### config.mk
export PLATFORM = sky130hd
export DESIGN_NAME = mux_scan_n
export DESIGN_NICKNAME = d
export VERILOG_FILES = /design/src/rtl/mux_scan_pkg.sv /design/src/rtl/mux_next_ch.sv /design/src/rtl/mux_scan_n.sv
export SDC_FILE = /design/constraint.sdc
export NUM_CORES = 1
export LEC_CHECK = 0
export ABC_AREA = 0
export CELL_PAD_IN_SITES_DETAIL_PLACEMENT = 1
export CELL_PAD_IN_SITES_GLOBAL_PLACEMENT = 1
export CORE_AREA = 2 2 74 76
export DETAILED_ROUTE_END_ITERATION = 10
export DIE_AREA = 0 0 76 78
export PLACE_DENSITY = 0.74
export RECOVER_POWER = 50
export SLEW_MARGIN = 20
export SYNTH_ARGS = -nofsm -noshare
export SYNTH_HDL_FRONTEND = slang
export SYNTH_SLANG_ARGS = --single-unit
### constraint.sdc
create_clock -name i_clk -period 2.2 [get_ports i_clk]
set_clock_uncertainty 0.05 [all_clocks]
set_input_delay 0.44 -clock i_clk [delete_from_list [all_inputs] [get_ports i_clk]]
set_output_delay 0.44 -clock i_clk [all_outputs]
set_load 0.02 [all_outputs]
### src/rtl/mux_scan_pkg.sv
// Shared mode encodings and FSM state type for the scanning multiplexer.
package mux_scan_pkg;

    localparam logic MODE_MANUAL = 1'b0;
    localparam logic MODE_SCAN   = 1'b1;

    typedef enum logic {
        ST_MANUAL = 1'b0,
        ST_SCAN   = 1'b1
    } state_e;

endpackage

### src/rtl/mux_next_ch.sv
// Rotate-priority finder: first enabled channel strictly above i_ptr, wrapping modulo N.
module mux_next_ch #(
    parameter  int unsigned N     = 4,
    localparam int unsigned SEL_W = $clog2(N)
) (
    input  logic [N-1:0]     i_en_mask,
    input  logic [SEL_W-1:0] i_ptr,
    output logic [SEL_W-1:0] o_next,
    output logic             o_found,
    output logic             o_wrapped
);

    int               w_sum;
    logic [SEL_W-1:0] w_idx;

    // Walk from the farthest candidate (i_ptr itself) to the nearest so the nearest wins.
    always_comb begin
        o_next    = i_ptr;
        o_found   = 1'b0;
        o_wrapped = 1'b0;
        w_sum     = 0;
        w_idx     = '0;
        for (int k = int'(N); k >= 1; k--) begin
            w_sum = int'(i_ptr) + k;
            if (w_sum >= int'(N)) begin
                w_sum = w_sum - int'(N);
            end
            w_idx = SEL_W'(w_sum);
            if (i_en_mask[w_idx]) begin
                o_next    = w_idx;
                o_found   = 1'b1;
                o_wrapped = (w_idx <= i_ptr);
            end
        end
    end

endmodule

### src/rtl/mux_scan_n.sv
// N-channel registered multiplexer with manual select and autonomous dwell-based scanning.
module mux_scan_n
    import mux_scan_pkg::*;
#(
    parameter  int unsigned WIDTH = 8,
    parameter  int unsigned N     = 4,
    parameter  int unsigned DWELL = 4,
    localparam int unsigned SEL_W = $clog2(N)
) (
    input  logic               i_clk,
    input  logic               i_rst,
    input  logic [N*WIDTH-1:0] i_in,
    input  logic [SEL_W-1:0]   i_sel,
    input  logic               i_mode,
    input  logic [N-1:0]       i_en_mask,
    output logic [WIDTH-1:0]   o_out,
    output logic [SEL_W-1:0]   o_out_ch,
    output logic               o_out_valid,
    output logic               o_wrap
);

    localparam int unsigned      DCW        = $clog2(DWELL + 1);
    localparam logic [DCW-1:0]   DWELL_LAST = DCW'(DWELL - 1);
    localparam logic [SEL_W:0]   N_EXT      = (SEL_W + 1)'(N);

    state_e           r_state, w_state_d;
    logic [SEL_W-1:0] r_ptr, w_ptr_d;
    logic [DCW-1:0]   r_dwell, w_dwell_d, w_dwell_eff;
    logic [WIDTH-1:0] r_out, w_out_d;
    logic [SEL_W-1:0] r_out_ch, w_out_ch_d;
    logic             r_out_valid, w_out_valid_d;
    logic             r_wrap, w_wrap_d;
    // Set on a wrapping advance; surfaces as o_wrap alongside the first output of the new ptr.
    logic             r_wrap_pend, w_wrap_pend_d;

    logic             w_sel_ok;
    logic [SEL_W-1:0] w_sel_idx;
    logic [WIDTH-1:0] w_sel_data, w_ptr_data;
    logic [SEL_W-1:0] w_next;
    logic             w_found, w_wrapped;

    assign w_sel_ok   = ({1'b0, i_sel} < N_EXT);
    assign w_sel_idx  = w_sel_ok ? i_sel : '0;
    assign w_sel_data = i_in[w_sel_idx*WIDTH +: WIDTH];
    assign w_ptr_data = i_in[r_ptr*WIDTH +: WIDTH];

    mux_next_ch #(
        .N (N)
    ) u_next_ch (
        .i_en_mask (i_en_mask),
        .i_ptr     (r_ptr),
        .o_next    (w_next),
        .o_found   (w_found),
        .o_wrapped (w_wrapped)
    );

    always_comb begin
        w_state_d     = (i_mode == MODE_SCAN) ? ST_SCAN : ST_MANUAL;
        w_ptr_d       = r_ptr;
        w_dwell_d     = r_dwell;
        w_out_d       = r_out;
        w_out_ch_d    = r_out_ch;
        w_out_valid_d = r_out_valid;
        w_wrap_d      = 1'b0;
        w_wrap_pend_d = 1'b0;
        w_dwell_eff   = (r_state == ST_SCAN) ? r_dwell : '0;

        unique case (w_state_d)
            ST_MANUAL: begin
                w_out_d       = w_sel_ok ? w_sel_data : '0;
                w_out_ch_d    = i_sel;
                w_out_valid_d = w_sel_ok && i_en_mask[w_sel_idx];
                w_ptr_d       = w_sel_idx;
                w_dwell_d     = '0;
            end
            ST_SCAN: begin
                w_out_ch_d = r_ptr;
                if (!w_found) begin
                    // Nothing enabled: park the pointer and present nothing.
                    w_out_d       = '0;
                    w_out_valid_d = 1'b0;
                    w_dwell_d     = '0;
                end else begin
                    w_out_d       = w_ptr_data;
                    w_out_valid_d = i_en_mask[r_ptr];
                    w_wrap_d      = r_wrap_pend;
                    if (!i_en_mask[r_ptr] || (w_dwell_eff == DWELL_LAST)) begin
                        w_ptr_d       = w_next;
                        w_dwell_d     = '0;
                        w_wrap_pend_d = w_wrapped;
                    end else begin
                        w_dwell_d = w_dwell_eff + 1'b1;
                    end
                end
            end
            default: ;
        endcase
    end

    always_ff @(posedge i_clk) begin
        if (i_rst) begin
            r_state     <= ST_MANUAL;
            r_ptr       <= '0;
            r_dwell     <= '0;
            r_out       <= '0;
            r_out_ch    <= '0;
            r_out_valid <= 1'b0;
            r_wrap      <= 1'b0;
            r_wrap_pend <= 1'b0;
        end else begin
            r_state     <= w_state_d;
            r_ptr       <= w_ptr_d;
            r_dwell     <= w_dwell_d;
            r_out       <= w_out_d;
            r_out_ch    <= w_out_ch_d;
            r_out_valid <= w_out_valid_d;
            r_wrap      <= w_wrap_d;
            r_wrap_pend <= w_wrap_pend_d;
        end
    end

    assign o_out       = r_out;
    assign o_out_ch    = r_out_ch;
    assign o_out_valid = r_out_valid;
    assign o_wrap      = r_wrap;

endmodule

Word-level counts from Yosys, hierarchy flattened:

Cells that the tools add are included.

* bitwise gates (word level): 3
* shift-type cells: 2
* magnitude comparators: 14
* mux-type cells: 41
* reductions and logical operators: 5
* equal/unequal tests: 4
* $add $sub $neg: 9

Operators by type and width (count)
* indexed part select 32 x 6 -> 8 bit: 2
* 2-to-1 mux 2 bit: 10
* < comparator 2 x 3 -> 1 bit (second input constant): 6
* 2-to-1 mux 1 bit: 16
* case mux 8 bit (2 select lines): 1
* binary-select mux 1 bit (select 2 bit): 6
* >= comparator 3 bit (second input constant): 3
* 2-to-1 mux 3 bit: 3
* less-or-equal comparator 2 bit: 4
* 2-to-1 mux 8 bit: 1
* case mux 2 bit (2 select lines): 2
* subtractor 2 x 1 -> 2 bit (second input constant): 4
* adder 2 x 2 -> 3 bit (second input constant): 2
* case mux 3 bit (2 select lines): 1
* != test 5 x 1 -> 1 bit (second input constant): 1
* adder 2 x 3 -> 4 bit (second input constant): 1
* >= comparator 4 x 3 -> 1 bit (second input constant): 1
* != test 2 x 1 -> 1 bit (second input constant): 2
* OR reduction 4 bit: 1
* adder 2 x 1 -> 3 bit (second input constant): 1
* adder 3 x 1 -> 3 bit (second input constant): 1
* equality test 3 x 2 -> 1 bit (second input constant): 1
* NOT 1 bit: 3
* AND reduction 3 bit: 1
* other kinds (4): 4

* output and inout port bits: 12
* bits of input ports: 41
* logic and storage cells: 86
* register bits: 19

Longest topological paths before layout:

Gate-level depths: netlist (run 1).

* depth in word-level cells: 12
* depth in mapped cells: 7

By module:

From an unflattened synthesis (run 1), not the netlist that was laid out.

* cells, all modules: 125
* area total of the unflattened synthesis: 1468.9 um^2

Modules (own cells, without submodules)
* mux_scan_n: area an instance 1208.7 um^2, sequential area each 380.4 um^2, instances 1, cells each 98
* mux_next_ch: area an instance 260.2 um^2, sequential area each 0.0 um^2, instances 1, cells each 27

Least setup slack after synthesis (run 1):

Ideal clock, no wire load.

* kind: reg-to-reg
* start: reg r_ptr[0]
* end: reg r_wrap_pend
* library setup time: 0.128 ns
* slack: -0.006 ns
* period minus slack after synthesis: 2.206 ns
* data required time: 2.022 ns
* path buffers: 1
* data arrival time: 2.027 ns
* stages on the path, launching flop included: 8
* cells stage by stage: dfxtp_1 > buf_6 > bufinv_8 > ha_1 > mux4_2 > mux2_4 > nand3b_4 > a211oi_2

* word-level cells in the longest chain between the ends: 11
* elaborated cells between the ends (all ways): 43

Ends and longest elaborated chain
* start, declared: line mux_scan_n.sv:27 `logic [SEL_W-1:0] r_ptr, w_ptr_d;`
* start signal, assigned: line mux_scan_n.sv:112 `r_ptr <= w_ptr_d;`
* adder 2 x 3 -> 4 bit: line mux_next_ch.sv:24 `w_sum = int'(i_ptr) + k;`
* >= comparator 4 x 3 -> 1 bit / subtractor 2 x 1 -> 2 bit (equally long branches): line mux_next_ch.sv:25, mux_next_ch.sv:26
* 2-to-1 mux 2 bit: line mux_next_ch.sv:25 `if (w_sum >= int'(N)) begin`
* binary-select mux 1 bit (select 2 bit): line mux_next_ch.sv:29 `if (i_en_mask[w_idx]) begin`
* 2-to-1 mux 1 bit (not written as such): line mux_next_ch.sv:29
* 2-to-1 mux 1 bit (4 in a row): line mux_next_ch.sv:29
* NOT 1 bit (no line)
* OR reduction 4 bit (no line)
* end signal, assigned: line mux_scan_n.sv:118 `r_wrap_pend <= w_wrap_pend_d;`
* end, declared: line mux_scan_n.sv:34 `logic r_wrap_pend, w_wrap_pend_d;`

Parallel ways exist; a longest one is shown, timed or not. The select of a mux whose other input is x is not followed.
A chain may end at the register's enable or synchronous reset.

Worst setup path in the final report (run 1):

Same ends and word-level chain as after synthesis.

==> flow_metrics.env, run 1 <==
export IMPL_status="complete, no violations"
export IMPL_critPathMaxFanout=6
export IMPL_vias_per_cell=5.10
export IMPL_finalHoldViolations=0
export IMPL_final_common_cell="clkdlybuf4s50_1"
export IMPL_min_period_ns=2.02
export IMPL_fillers=548
export IMPL_multiInputGateArea_um2=1040
export IMPL_worst_setup_path_end_kind="register"
export IMPL_post_place_ws_ns=-0.0819
export IMPL_synth_async_reset_ratio_pct=0
export IMPL_vdd_drop_max_mv=0.228
export IMPL_dp_cells=261
export IMPL_yosys_area_share_adder_pct=3.21
export IMPL_clockBufferDepth=2
export IMPL_first_global_vias=1490
export IMPL_maxSlewHeadroom_pct=59.1
export IMPL_r2r_setup_slack_ns=0.18
export IMPL_final_cell_mix="clkdlybuf4s50_1, inv_1, dfxtp_1"
export IMPL_core_um2=5040
export IMPL_synth_avg_cell_area_um2=11.3
export IMPL_hp_class="register to register"
export IMPL_cts_tree="done"
export IMPL_grt_pass1_wl_um=7700
export IMPL_rows=26
export IMPL_cts_resized_gates=0
export IMPL_syn_to_final_growth_pct=43.7
export IMPL_gp_congestion=0.818
export IMPL_grt_max_degree=20
export IMPL_layout_setup_ws_ns=0.180
export IMPL_grt_overflow=0
export IMPL_drt_pass1_iterations=4
export IMPL_die_area_um2=5930
export IMPL_crit_type="register to register"
export IMPL_clk_latency_ns=0.25
export IMPL_maxCapViolCount=0
export IMPL_ys_flop_type="dfxtp_1"
export IMPL_syn_nets=183
export IMPL_cp_data_arrival_time_ns=2.10
export IMPL_grtUsageTotal_pct=15.9
export IMPL_fin_crit_sh_pct=91.8
export IMPL_dp_hpwl_um=3590
export IMPL_antenna_found_initial=0
export IMPL_die_w_um=76
export IMPL_powerDensity_nw_per_um2=541
export IMPL_yosysWarnings=0
export IMPL_setup_viol=0
export IMPL_path_clk_slew_ns=0.07
export IMPL_tns_ns=0
export IMPL_die_h_um=78
export IMPL_wire_per_inst_um=17.0
export IMPL_synth_top_family_by_area="multiplexers"
export IMPL_syn_area_um2=1560
export IMPL_vias=1351
export IMPL_start_kind="register"
export IMPL_synthMuxAreaShare_pct=37.4
export IMPL_ant_nets=0
export IMPL_hold_ws_ns=0.380
export IMPL_slew_viol_final=0
export IMPL_cts_sinks=19
export IMPL_postCtsHoldBufs=0
export IMPL_instances_no_fill=265
export IMPL_synth_cell_types=38
export IMPL_seq_area_frac_synth_pct=24.4
export IMPL_layout_area_seq_um2=380
export IMPL_yosys_area_share_simple_pct=11.5
export IMPL_synth_edff_count=0
export IMPL_initial_core_util_pct=31.0
export IMPL_cts_htree_levels=1
export IMPL_synth_compound_area_share_pct=13.4
export IMPL_tightest_slew_ns=0.614
export IMPL_diodes=0
export IMPL_drtIter0Drc=34
export IMPL_io_buffers=52
export IMPL_max_freq_ghz=0.495
export IMPL_totalWireLength_um=4500
export IMPL_netlist_instances=138
export IMPL_leakagePower_uw=0.000924
export IMPL_cts_buffers_inserted=3
export IMPL_route_detailed_drc=0
export IMPL_synth_xor_area_share_pct=0
export IMPL_cts_setup_buffers=0
export IMPL_pin_count=53
export IMPL_ys_seq_elements=19
export IMPL_nNetsFinal=241
export IMPL_rsz0062_at_grt="false"
export IMPL_root_buffer="clkbuf_8"
export IMPL_crit_required_ns=2.28
export IMPL_layout_drive_gt1_share_pct=23.1
-- per-stage QoR --
| step | instance area, um^2 | total power [uW] | util (%) |
|---|---|---|---|
| 6_report | 2240 | 1210 | 44.5 |
| 3_5_place_dp | 2200 | 999 | 43.6 |
| 5_1_grt | 2240 | 1290 | 44.5 |
| 4_1_cts | 2250 | 1240 | 44.6 |
| 3_3_place_gp | 2200 | 976 | 43.6 |
| 2_1_floorplan | 1570 | 797 | - |
-- Yosys cell counts (2+ instances only) --
master,count,area (um^2)
dfxtp_1,19,380
mux4_1,4,105
nand2_1,5,18.8
inv_1,19,71.3
buf_6,4,45.0
and2_1,2,12.5
buf_2,4,20.0
mux4_2,15,338
o211ai_1,2,15.0
o22ai_1,9,56.3
nor2b_1,2,12.5
mux2i_4,2,45.0
a21oi_1,7,35.0
ha_1,4,50.1
mux2i_1,7,70.1
nand3b_4,2,40.0
nor2_1,10,37.5
-- sequential cells by signal, indices dropped and copies added (netlist names) --
| register | count |
|---|---|
| o_out | 8 |
| o_out_valid | 1 |
| r_state | 1 |
| r_ptr | 2 |
| r_wrap_pend | 1 |
| r_dwell | 3 |
| o_wrap | 1 |
| o_out_ch | 2 |
-- logic make-up (layout without fill, tap and decap cells) --
| family | Yosys count | count (layout) |
|---|---|---|
| DFF | 19 | 19 |
| muxes | 30 | 30 |
| buffers and inverters | 29 | 86 |
| adders and majority gates | 4 | 4 |
| and+or+nand+nor | 28 | 28 |
| AOI/OAI and AO/OA | 28 | 28 |
-- critical path: stages (launching register included) --
cell and delay, ns:
dfxtp_1 0.34, bufinv_8 0.21, ha_4 0.29, mux4_2 0.55, mux2_4 0.33, nand3b_4 0.08
a211oi_2 0.05
-- power by group --
| group | leakage [uW] | internal, uW | switching [uW] | total (uW) |
|---|---|---|---|---|
| sequential | 0.000157 | 376 | 9.92 | 386 |
| clock | 0.0000255 | 126 | 113 | 239 |
| combinational | 0.000742 | 316 | 273 | 589 |
| total | 0.000924 | 817 | 397 | 1210 |
-- area by class of cell --
type,instances,area share [%]
Clock buffer,3,1.84
Clock inverter,1,0.223
Inverter,20,3.96
Timing Repair Buffer,62,26.9
Multi-Input combinational cell,90,46.2
Sequential cell,19,17.0
Tap cell,70,3.90
-- final timing paths --
check / startpoint / endpoint / depth (start not counted)
setup / recovery: r_ptr[0]$_SDFFE_PP0P_ / r_wrap_pend$_SDFF_PP0_ / 6
hold reg to reg: r_wrap_pend$_SDFF_PP0_ / o_wrap$_SDFF_PP0_ / 2
hold / removal: r_wrap_pend$_SDFF_PP0_ / o_wrap$_SDFF_PP0_ / 2
setup reg to reg: r_ptr[0]$_SDFFE_PP0P_ / r_wrap_pend$_SDFF_PP0_ / 6
-- metal layers --
layer  vias to the layer above  share of wire, %  global-route usage, %
li1                        634                 -                      -
met1                       694                44                   19.5
met2                        21                53                   30.4
met3                         2               2.0                   1.51
met4                         0              0.56                   3.27
met5                         -                 0                      0
Power figures use the tool's default switching activity.
==> run 2, diff against run 1 <==
--- a/config.mk
+++ b/config.mk
@@ -6,6 +6,7 @@
 export NUM_CORES = 1
 export LEC_CHECK = 0
 export ABC_AREA = 0
+export CAP_MARGIN = 40
 export CELL_PAD_IN_SITES_DETAIL_PLACEMENT = 1
 export CELL_PAD_IN_SITES_GLOBAL_PLACEMENT = 1
 export CORE_AREA = 2 2 74 76
==> results of run 2 <==
Final layout, timing and power as in run 1 (identical DEF).
==> run 3, diff against run 2 <==
--- a/config.mk
+++ b/config.mk
@@ -18,3 +18,4 @@
 export SYNTH_ARGS = -nofsm -noshare
 export SYNTH_HDL_FRONTEND = slang
 export SYNTH_SLANG_ARGS = --single-unit
+export TNS_END_PERCENT = 5
==> results of run 3 <==
Final layout, timing and power as in run 1 (identical DEF).
